File: src/rtl/me_pkg.sv
// Shared definitions for the modular-exponentiation job scheduler.
// State encoding, sticky error bit positions and engine tag width.
package me_pkg;

    typedef enum logic [2:0] {
        S_IDLE,
        S_PRE,
        S_GAP1,
        S_ME,
        S_GAP2,
        S_OMM,
        S_RESP
    } state_t;

    localparam int ERR_TO    = 0;
    localparam int ERR_SPUR  = 1;
    localparam int ENG_NUM_W = 4;

endpackage

File: src/rtl/me_job_sched_if.sv
// Requester handshake and engine control bundle of the me job scheduler.
// master = scheduler side, slave = requesters plus engine side.
interface me_job_sched_if #(
    parameter int N_REQ = 4,
    parameter int ID_W  = 2
);

    logic [N_REQ-1:0]              req_valid;
    logic [N_REQ-1:0]              req_grant;
    logic                          resp_valid;
    logic [ID_W-1:0]               resp_id;
    logic                          resp_err;
    logic                          resp_ready;
    logic                          busy;
    logic                          en_pre_me_top;
    logic                          en_me_top;
    logic                          en_one_mm_top;
    logic [me_pkg::ENG_NUM_W-1:0]  eng_num;
    logic [me_pkg::ENG_NUM_W-1:0]  eng_num_out;
    logic                          eng_done_top;
    logic [1:0]                    err_sticky;

    modport master (
        input  req_valid, resp_ready, eng_num_out, eng_done_top,
        output req_grant, resp_valid, resp_id, resp_err, busy,
        output en_pre_me_top, en_me_top, en_one_mm_top,
        output eng_num, err_sticky
    );

    modport slave (
        output req_valid, resp_ready, eng_num_out, eng_done_top,
        input  req_grant, resp_valid, resp_id, resp_err, busy,
        input  en_pre_me_top, en_me_top, en_one_mm_top,
        input  eng_num, err_sticky
    );

endinterface

File: src/rtl/rr_arbiter.sv
// Pointer-based round-robin arbiter; the pointer moves past the winner
// only when the caller takes the grant (i_adv).
module rr_arbiter #(
    parameter int N_REQ = 4,
    parameter int ID_W  = 2
) (
    input  logic             clk,
    input  logic             rst_n,
    input  logic [N_REQ-1:0] i_req,
    input  logic             i_adv,
    output logic [N_REQ-1:0] o_gnt,
    output logic [ID_W-1:0]  o_id,
    output logic             o_any
);

    logic [ID_W-1:0] r_ptr;
    logic [ID_W-1:0] w_idx;

    always_comb begin : p_pick
        int j;
        j     = 0;
        w_idx = '0;
        o_gnt = '0;
        o_id  = '0;
        o_any = 1'b0;
        for (int i = 0; i < N_REQ; i++) begin
            j = int'(r_ptr) + i;
            if (j >= N_REQ) j = j - N_REQ;
            w_idx = ID_W'(j);
            if (!o_any && i_req[w_idx]) begin
                o_any        = 1'b1;
                o_id         = w_idx;
                o_gnt[w_idx] = 1'b1;
            end
        end
    end

    always_ff @(posedge clk or negedge rst_n) begin
        if (!rst_n) begin
            r_ptr <= '0;
        end else if (i_adv && o_any) begin
            r_ptr <= (o_id == ID_W'(N_REQ - 1)) ? '0 : o_id + 1'b1;
        end
    end

endmodule

File: src/rtl/me_job_sched.sv
// Shares one modular-exponentiation engine among N_REQ requesters and
// sequences pre-compute, exponentiation and Montgomery-out per job.
module me_job_sched
    import me_pkg::*;
#(
    parameter int N_REQ   = 4,
    parameter int ID_W    = 2,
    parameter int GAP_CYC = 4,
    parameter int TO_W    = 24
) (
    input logic          clk,
    input logic          rst_n,
    me_job_sched_if.master bus
);

    localparam int GAP_W = $clog2(GAP_CYC) + 1;

    state_t                 r_state;
    logic [N_REQ-1:0]       r_grant;
    logic [ID_W-1:0]        r_id;
    logic [ENG_NUM_W-1:0]   r_eng_num;
    logic                   r_en_pre;
    logic                   r_en_me;
    logic                   r_en_omm;
    logic                   r_resp_valid;
    logic                   r_resp_err;
    logic [1:0]             r_err;
    logic                   r_done_q;
    logic [TO_W-1:0]        r_to_cnt;
    logic [GAP_W-1:0]       r_gap_cnt;

    logic [N_REQ-1:0]       w_gnt;
    logic [ID_W-1:0]        w_gnt_id;
    logic                   w_any;
    logic                   w_done_ev;
    logic [TO_W-1:0]        w_to_nxt;
    logic                   w_to_hit;

    // Engine done is a toggle; any level change is one completed phase.
    assign w_done_ev = bus.eng_done_top ^ r_done_q;
    assign w_to_nxt  = r_to_cnt + 1'b1;
    assign w_to_hit  = &w_to_nxt;

    rr_arbiter #(
        .N_REQ (N_REQ),
        .ID_W  (ID_W)
    ) u_arb (
        .clk   (clk),
        .rst_n (rst_n),
        .i_req (bus.req_valid),
        .i_adv (r_state == S_IDLE),
        .o_gnt (w_gnt),
        .o_id  (w_gnt_id),
        .o_any (w_any)
    );

    always_ff @(posedge clk or negedge rst_n) begin
        if (!rst_n) begin
            r_state      <= S_IDLE;
            r_grant      <= '0;
            r_id         <= '0;
            r_eng_num    <= '0;
            r_en_pre     <= 1'b0;
            r_en_me      <= 1'b0;
            r_en_omm     <= 1'b0;
            r_resp_valid <= 1'b0;
            r_resp_err   <= 1'b0;
            r_err        <= '0;
            r_done_q     <= 1'b0;
            r_to_cnt     <= '0;
            r_gap_cnt    <= '0;
        end else begin
            r_done_q <= bus.eng_done_top;
            r_grant  <= '0;
            unique case (r_state)
                S_IDLE: begin
                    if (w_done_ev) r_err[ERR_SPUR] <= 1'b1;
                    if (w_any) begin
                        r_grant   <= w_gnt;
                        r_id      <= w_gnt_id;
                        r_eng_num <= ENG_NUM_W'(w_gnt_id);
                        r_en_pre  <= 1'b1;
                        r_to_cnt  <= '0;
                        r_state   <= S_PRE;
                    end
                end
                S_PRE, S_ME: begin
                    if (w_done_ev) begin
                        r_en_pre  <= 1'b0;
                        r_en_me   <= 1'b0;
                        r_gap_cnt <= '0;
                        r_state   <= (r_state == S_PRE) ? S_GAP1 : S_GAP2;
                    end else if (w_to_hit) begin
                        r_en_pre      <= 1'b0;
                        r_en_me       <= 1'b0;
                        r_resp_valid  <= 1'b1;
                        r_resp_err    <= 1'b1;
                        r_err[ERR_TO] <= 1'b1;
                        r_state       <= S_RESP;
                    end else begin
                        r_to_cnt <= w_to_nxt;
                    end
                end
                S_GAP1, S_GAP2: begin
                    if (w_done_ev) r_err[ERR_SPUR] <= 1'b1;
                    if (r_gap_cnt == GAP_W'(GAP_CYC - 1)) begin
                        r_to_cnt <= '0;
                        if (r_state == S_GAP1) begin
                            r_en_me <= 1'b1;
                            r_state <= S_ME;
                        end else begin
                            r_en_omm <= 1'b1;
                            r_state  <= S_OMM;
                        end
                    end else begin
                        r_gap_cnt <= r_gap_cnt + 1'b1;
                    end
                end
                S_OMM: begin
                    if (w_done_ev) begin
                        r_en_omm     <= 1'b0;
                        r_resp_valid <= 1'b1;
                        r_state      <= S_RESP;
                        if (bus.eng_num_out != r_eng_num) begin
                            r_resp_err      <= 1'b1;
                            r_err[ERR_SPUR] <= 1'b1;
                        end
                    end else if (w_to_hit) begin
                        r_en_omm      <= 1'b0;
                        r_resp_valid  <= 1'b1;
                        r_resp_err    <= 1'b1;
                        r_err[ERR_TO] <= 1'b1;
                        r_state       <= S_RESP;
                    end else begin
                        r_to_cnt <= w_to_nxt;
                    end
                end
                S_RESP: begin
                    if (w_done_ev) r_err[ERR_SPUR] <= 1'b1;
                    if (bus.resp_ready) begin
                        r_resp_valid <= 1'b0;
                        r_resp_err   <= 1'b0;
                        r_state      <= S_IDLE;
                    end
                end
                default: r_state <= S_IDLE;
            endcase
        end
    end

    assign bus.req_grant     = r_grant;
    assign bus.resp_valid    = r_resp_valid;
    assign bus.resp_id       = r_id;
    assign bus.resp_err      = r_resp_err;
    assign bus.busy          = (r_state != S_IDLE);
    assign bus.en_pre_me_top = r_en_pre;
    assign bus.en_me_top     = r_en_me;
    assign bus.en_one_mm_top = r_en_omm;
    assign bus.eng_num       = r_eng_num;
    assign bus.err_sticky    = r_err;

endmodule

File: src/flat_wrapper.sv
// flat-port wrapper written by rule: the top's interface ports become plain ports
module me_job_sched_flat import me_pkg::*;
#(
    parameter int N_REQ   = 4,
    parameter int ID_W    = 2,
    parameter int GAP_CYC = 4,
    parameter int TO_W    = 24
)
  (clk, rst_n, bus_req_valid, bus_resp_ready, bus_eng_num_out, bus_eng_done_top, bus_req_grant, bus_resp_valid, bus_resp_id, bus_resp_err, bus_busy, bus_en_pre_me_top, bus_en_me_top, bus_en_one_mm_top, bus_eng_num, bus_err_sticky);
  me_job_sched_if #(.N_REQ(N_REQ), .ID_W(ID_W)) bus_i ();
  input logic clk;
  input logic rst_n;
  input wire logic [$bits(bus_i.req_valid)-1:0] bus_req_valid;
  input wire logic [$bits(bus_i.resp_ready)-1:0] bus_resp_ready;
  input wire logic [$bits(bus_i.eng_num_out)-1:0] bus_eng_num_out;
  input wire logic [$bits(bus_i.eng_done_top)-1:0] bus_eng_done_top;
  output wire logic [$bits(bus_i.req_grant)-1:0] bus_req_grant;
  output wire logic [$bits(bus_i.resp_valid)-1:0] bus_resp_valid;
  output wire logic [$bits(bus_i.resp_id)-1:0] bus_resp_id;
  output wire logic [$bits(bus_i.resp_err)-1:0] bus_resp_err;
  output wire logic [$bits(bus_i.busy)-1:0] bus_busy;
  output wire logic [$bits(bus_i.en_pre_me_top)-1:0] bus_en_pre_me_top;
  output wire logic [$bits(bus_i.en_me_top)-1:0] bus_en_me_top;
  output wire logic [$bits(bus_i.en_one_mm_top)-1:0] bus_en_one_mm_top;
  output wire logic [$bits(bus_i.eng_num)-1:0] bus_eng_num;
  output wire logic [$bits(bus_i.err_sticky)-1:0] bus_err_sticky;
  assign bus_i.req_valid = bus_req_valid;
  assign bus_i.resp_ready = bus_resp_ready;
  assign bus_i.eng_num_out = bus_eng_num_out;
  assign bus_i.eng_done_top = bus_eng_done_top;
  assign bus_req_grant = bus_i.req_grant;
  assign bus_resp_valid = bus_i.resp_valid;
  assign bus_resp_id = bus_i.resp_id;
  assign bus_resp_err = bus_i.resp_err;
  assign bus_busy = bus_i.busy;
  assign bus_en_pre_me_top = bus_i.en_pre_me_top;
  assign bus_en_me_top = bus_i.en_me_top;
  assign bus_en_one_mm_top = bus_i.en_one_mm_top;
  assign bus_eng_num = bus_i.eng_num;
  assign bus_err_sticky = bus_i.err_sticky;
  me_job_sched #(.N_REQ(N_REQ), .ID_W(ID_W), .GAP_CYC(GAP_CYC), .TO_W(TO_W)) u_core (.clk(clk), .rst_n(rst_n), .bus(bus_i));
endmodule
File: config.mk
export PLATFORM = sky130hd
export DESIGN_NAME = me_job_sched_flat
export DESIGN_NICKNAME = d
export VERILOG_FILES = /design/src/rtl/me_pkg.sv /design/src/rtl/me_job_sched_if.sv /design/src/rtl/rr_arbiter.sv /design/src/rtl/me_job_sched.sv /design/src/flat_wrapper.sv
export SDC_FILE = /design/constraint.sdc
export NUM_CORES = 1
export LEC_CHECK = 0
export BUFFER_PORTS_ARGS = -buffer_cell sky130_fd_sc_hd__buf_4
export CAP_MARGIN = 5
export CORE_ASPECT_RATIO = 0.75
export CORE_MARGIN = 2
export CORE_UTILIZATION = 60
export DETAILED_ROUTE_END_ITERATION = 8
export PLACE_DENSITY = 0.8
export SKIP_CTS_REPAIR_TIMING = 1
export SLEW_MARGIN = 10
export SYNTH_ARGS = -nofsm -noshare
export SYNTH_HDL_FRONTEND = slang
export SYNTH_SLANG_ARGS = --single-unit
File: constraint.sdc
create_clock -name clk -period 6 [get_ports clk]
set_clock_uncertainty 0.1 [all_clocks]
set_input_delay 0.6 -clock clk [delete_from_list [all_inputs] [get_ports clk]]
set_output_delay 0.6 -clock clk [all_outputs]
set_load 0.01 [all_outputs]
==> results <==
- The sequential element share of the synthesized area is 35.5%.
- The pin count of the biggest net entering global routing is 47.
- The clock drives 46 sinks.
- The maximum clock path buffer count is 2.
- The number of failing setup endpoints in the final timing report is 0.
- Power spread over the standard cell area amounts to 393 mW/mm².
- The actual slew at the worst max-slew pin is 0.907 ns.
- In this run, synthesis inferred 0 flip-flops with an integrated enable.
- The TritonCTS buffer count is 5.
- The critical path start-end classification is flip-flop to flip-flop.
- Routability-driven placement finished with a final weighted congestion of 0.860.
- The worst-case IR drop observed on VDD is 0.000211 V.
- Summing every instance area after synthesis gives 0.00324 mm².
- The initial core utilization is 61.5%.
- The post-synthesis area per instance is 9.17 µm².
- For the final routed database, the setup TNS stands at 0 ns.
- Fill cells in the final layout number 417.
- The number of max-slew violations in the final report was 0.
- The number of antenna violations at the first check in global routing is 0.
- The detailed router placed 2779 vias in this run.
- The number of global-route vias before repair is 2510.
- The leakage power summed over all cells is 1.46 nW.
- The half-perimeter wire length after placement is 5070 µm.
- The max capacitance violation total is 0.
- The area of the die is 0.00601 mm².
- For this run the aggregate overflow at the end of global routing stands at 0.
- The data required time at the worst endpoint is 6.10 ns.
- The number of iterations in the first detailed-routing pass is 5.
- The global-route total usage across every layer is 26.1%.
- The number of cells on the worst reg-to-reg path is 9.
- The instance area after placement is 0.00342 mm².
- The completed layout was analyzed and its total power is 1.39 mW.
- Measured against its own limit, the worst slew margin works out to 39.0%.
- The number of I/O port buffers is 27.
- The number of design-rule violations left by the first detailed-router iteration is 246.
- In the synthesized netlist the async set-or-reset flop fraction comes to 100%.
- Dividing the detail-routed wire length by the instance count gives 16.3 µm.
- For the worst setup path, the data arrival time is 3.96 ns.
- From left edge to right edge, the die measures 88.8 µm.
- The final hold violation count is 0.
- For this block, the routed nets add up to 7250 µm of wire.
- The synthesis warning total is 0.
- The clock root buffer is sky130_fd_sc_hd__clkbuf_8.
- Global routing consumed, on the met1 layer, 39.4% of the routing resources.
- In this run the worst hold path is classified as input port to asynchronous set/reset pin.
- The time the worst path needs with I/O delays and setup is 3.86 ns.
- For the worst-skew pair, the clock arrives at the later sink with an insertion delay of 0.30 ns.
- The total area inside the core boundary comes to 0.00527 mm².
- The flow ran to the end, and the final reports show no timing, DRC or antenna violations.
- The global-route wire length before repair is 12100 µm.
- The floorplan row count is 23.
- Dividing the detail-routed via count by the number of cells gives 6.24.
- The fraction of met3 tracks used by global routing is 5.38%.
- Setup repair after global routing left no endpoint under its margin.
- The relative area change from synthesis to final layout is 9.08%.
- The net total in the final layout is 394.
- Clock-pin slew was measured on the worst setup and hold paths at 0.10 ns.
- The fraction of final layout cells with drive strength greater than 1 is 17.6%.
- The worst setup path is launched from a flip-flop.
- The maximum fanout count along the critical path is 14.
- After technology mapping, the gate count stands at 353.
- The worst path uses 64.4% of the clock period.
- In the routed design, unresolved DRC markers number 0.
- The maximum operating frequency is 259 MHz.
- The global routing usage on met2 is 36.9%.
- The finished cells cover 0.00353 mm².
- After global routing, the most crowded layer is met1.
- Yosys mapped the design onto 60 distinct sky130hd cell types.
- The floorplan step set the die height to 67.6 µm.
- The total I/O pin count is 30.
- The remaining antenna violation count after routing is 0.
- The clock tree from TritonCTS is yes.
- The number of antenna diodes in the final layout is 0.
- The worst setup path is captured at a flip-flop.
- For this run, the leading register cell type out of synthesis is sky130_fd_sc_hd__dfrtp_1.
- The H-tree depth is 2.
- The register bit total from synthesis is 46.
==> synth_stat cells, drive strengths merged (4+ instances only) <==
master	number	area, µm²
a21oi	31	155
a221o	5	50.1
a31oi	26	319
buf	12	103
clkbuf	10	38.8
dfrtp	46	1150
ha	13	163
inv	9	33.8
mux2	6	75.1
nand2	45	169
nand2b	5	31.3
nand3	10	67.6
nand4	6	43.8
nand4b	4	35.0
nor2	28	105
nor2b	6	37.5
nor3	12	60.1
nor4	7	92.6
o21a	5	37.5
o21ai	23	115
o22ai	4	31.3
xnor2	5	43.8
==> per-layer routing <==
metal,up-vias,wire (µm)
li1,1333,-
met1,1316,3480
met2,116,3110
met3,14,538
met4,0,119
met5,-,0
==> cell usage in the layout, fill, tap and decap left out, types with 2 or more instances in the layout <==
master | Yosys | final
sky130_fd_sc_hd__nor2b_1 | 6 | 6
sky130_fd_sc_hd__a31oi_1 | 15 | 15
sky130_fd_sc_hd__nor4_1 | 2 | 2
sky130_fd_sc_hd__nor4_2 | 3 | 3
sky130_fd_sc_hd__a21oi_1 | 31 | 31
sky130_fd_sc_hd__o21ai_1 | 3 | 3
sky130_fd_sc_hd__ha_1 | 13 | 13
sky130_fd_sc_hd__buf_4 | 6 | 30
sky130_fd_sc_hd__mux2_4 | 2 | 2
sky130_fd_sc_hd__a31oi_4 | 10 | 10
sky130_fd_sc_hd__o211ai_1 | 2 | 2
sky130_fd_sc_hd__nor2_1 | 28 | 28
sky130_fd_sc_hd__o22ai_1 | 3 | 3
sky130_fd_sc_hd__nand2_1 | 45 | 45
sky130_fd_sc_hd__a221o_1 | 5 | 5
sky130_fd_sc_hd__nand4b_1 | 4 | 4
sky130_fd_sc_hd__nand2b_1 | 5 | 5
sky130_fd_sc_hd__nor3_1 | 12 | 12
sky130_fd_sc_hd__o31ai_1 | 3 | 3
sky130_fd_sc_hd__nand4_1 | 5 | 5
sky130_fd_sc_hd__inv_1 | 9 | 9
sky130_fd_sc_hd__a22o_1 | 2 | 2
sky130_fd_sc_hd__nor4_4 | 2 | 2
sky130_fd_sc_hd__a41oi_1 | 3 | 3
sky130_fd_sc_hd__dfrtp_1 | 46 | 46
sky130_fd_sc_hd__and3_1 | 3 | 3
sky130_fd_sc_hd__o21ai_0 | 20 | 20
sky130_fd_sc_hd__o21a_1 | 5 | 5
sky130_fd_sc_hd__conb_1 | 1 | 2
sky130_fd_sc_hd__and4_1 | 2 | 2
sky130_fd_sc_hd__xnor2_1 | 5 | 5
sky130_fd_sc_hd__nand3_1 | 8 | 8
sky130_fd_sc_hd__mux2_2 | 4 | 4
sky130_fd_sc_hd__clkbuf_8 | 0 | 5
sky130_fd_sc_hd__xor2_1 | 3 | 3
==> cells by family after synthesis <==
logic type                 synth area share [%]
xor gates and xnor gates                   2.16
adders and majority gates                  5.02
other                                     0.116
and+or+nand+nor                            21.6
muxes                                      2.63
AOI/OAI and AO/OA                          27.4
DFF                                        35.5
buffers and inverters                      5.52
==> critical path, stage by stage (launching register included) <==
cell	delay (ns)
sky130_fd_sc_hd__dfrtp_1	0.48
sky130_fd_sc_hd__ha_1	0.30
sky130_fd_sc_hd__nand3_2	0.22
sky130_fd_sc_hd__nor4_2	0.86
sky130_fd_sc_hd__o21ai_0	0.14
sky130_fd_sc_hd__and3_1	0.22
sky130_fd_sc_hd__o21ai_1	0.13
sky130_fd_sc_hd__a21bo_1	0.56
sky130_fd_sc_hd__buf_4	0.40
sky130_fd_sc_hd__mux2_4	0.33
==> sequential cells by signal, indices dropped and copies added, names as in the netlist <==
signal	flops
u_core.u_arb.r_ptr	2
u_core.bus.en_me_top	1
u_core.bus.req_grant	4
u_core.bus.resp_id	2
u_core.bus.en_pre_me_top	1
u_core.bus.resp_err	1
u_core.r_gap_cnt	3
u_core.bus.resp_valid	1
u_core.bus.err_sticky	2
u_core.r_state	3
u_core.r_to_cnt	24
u_core.bus.en_one_mm_top	1
u_core.r_done_q	1
==> worst paths after layout <==
kind	startpoint	end	slack [ns]
setup / recovery	u_core.r_to_cnt[1]	u_core.r_to_cnt[1]	2.14
hold / removal	rst_n	u_core.bus.en_pre_me_top	0.19
setup reg to reg	u_core.r_to_cnt[1]	u_core.r_to_cnt[1]	2.14
hold reg to reg	u_core.bus.err_sticky[1]	u_core.bus.err_sticky[1]	0.39
max in group asynchronous	rst_n	u_core.bus.err_sticky[0]	5.20
min in group clk	bus_eng_done_top	u_core.r_done_q	0.33
==> final cells by class <==
cell class	count	area (µm²)	share of cell area, %
clock buffers	5	68.8	1.95
clock inverters	3	43.8	1.24
inverters	10	37.5	1.06
multi-input cells	276	1910	54.1
flip-flops and latches	46	1150	32.6
well taps	75	93.8	2.66
repair buffers	30	225	6.38
==> stage by stage <==
stage	utilization [%]	hold WS [ns]	cells	setup slack, ns
after global routing	67.1	0.222	445	1.81
after floorplan	-	0.204	354	3.09
after CTS	67.1	0.207	445	2.14
after detailed placement	64.9	0.357	437	2.22
after global placement	64.9	0.360	437	2.36
final	67.1	0.192	445	2.14
==> power breakdown <==
group / leakage [nW] / internal [mW] / switching [mW] / total [mW]
sequential: 0.612 / 0.370 / 0.0989 / 0.469
clock: 0.0585 / 0.125 / 0.114 / 0.239
combinational: 0.785 / 0.250 / 0.431 / 0.681
Power figures use the tool's default switching activity.
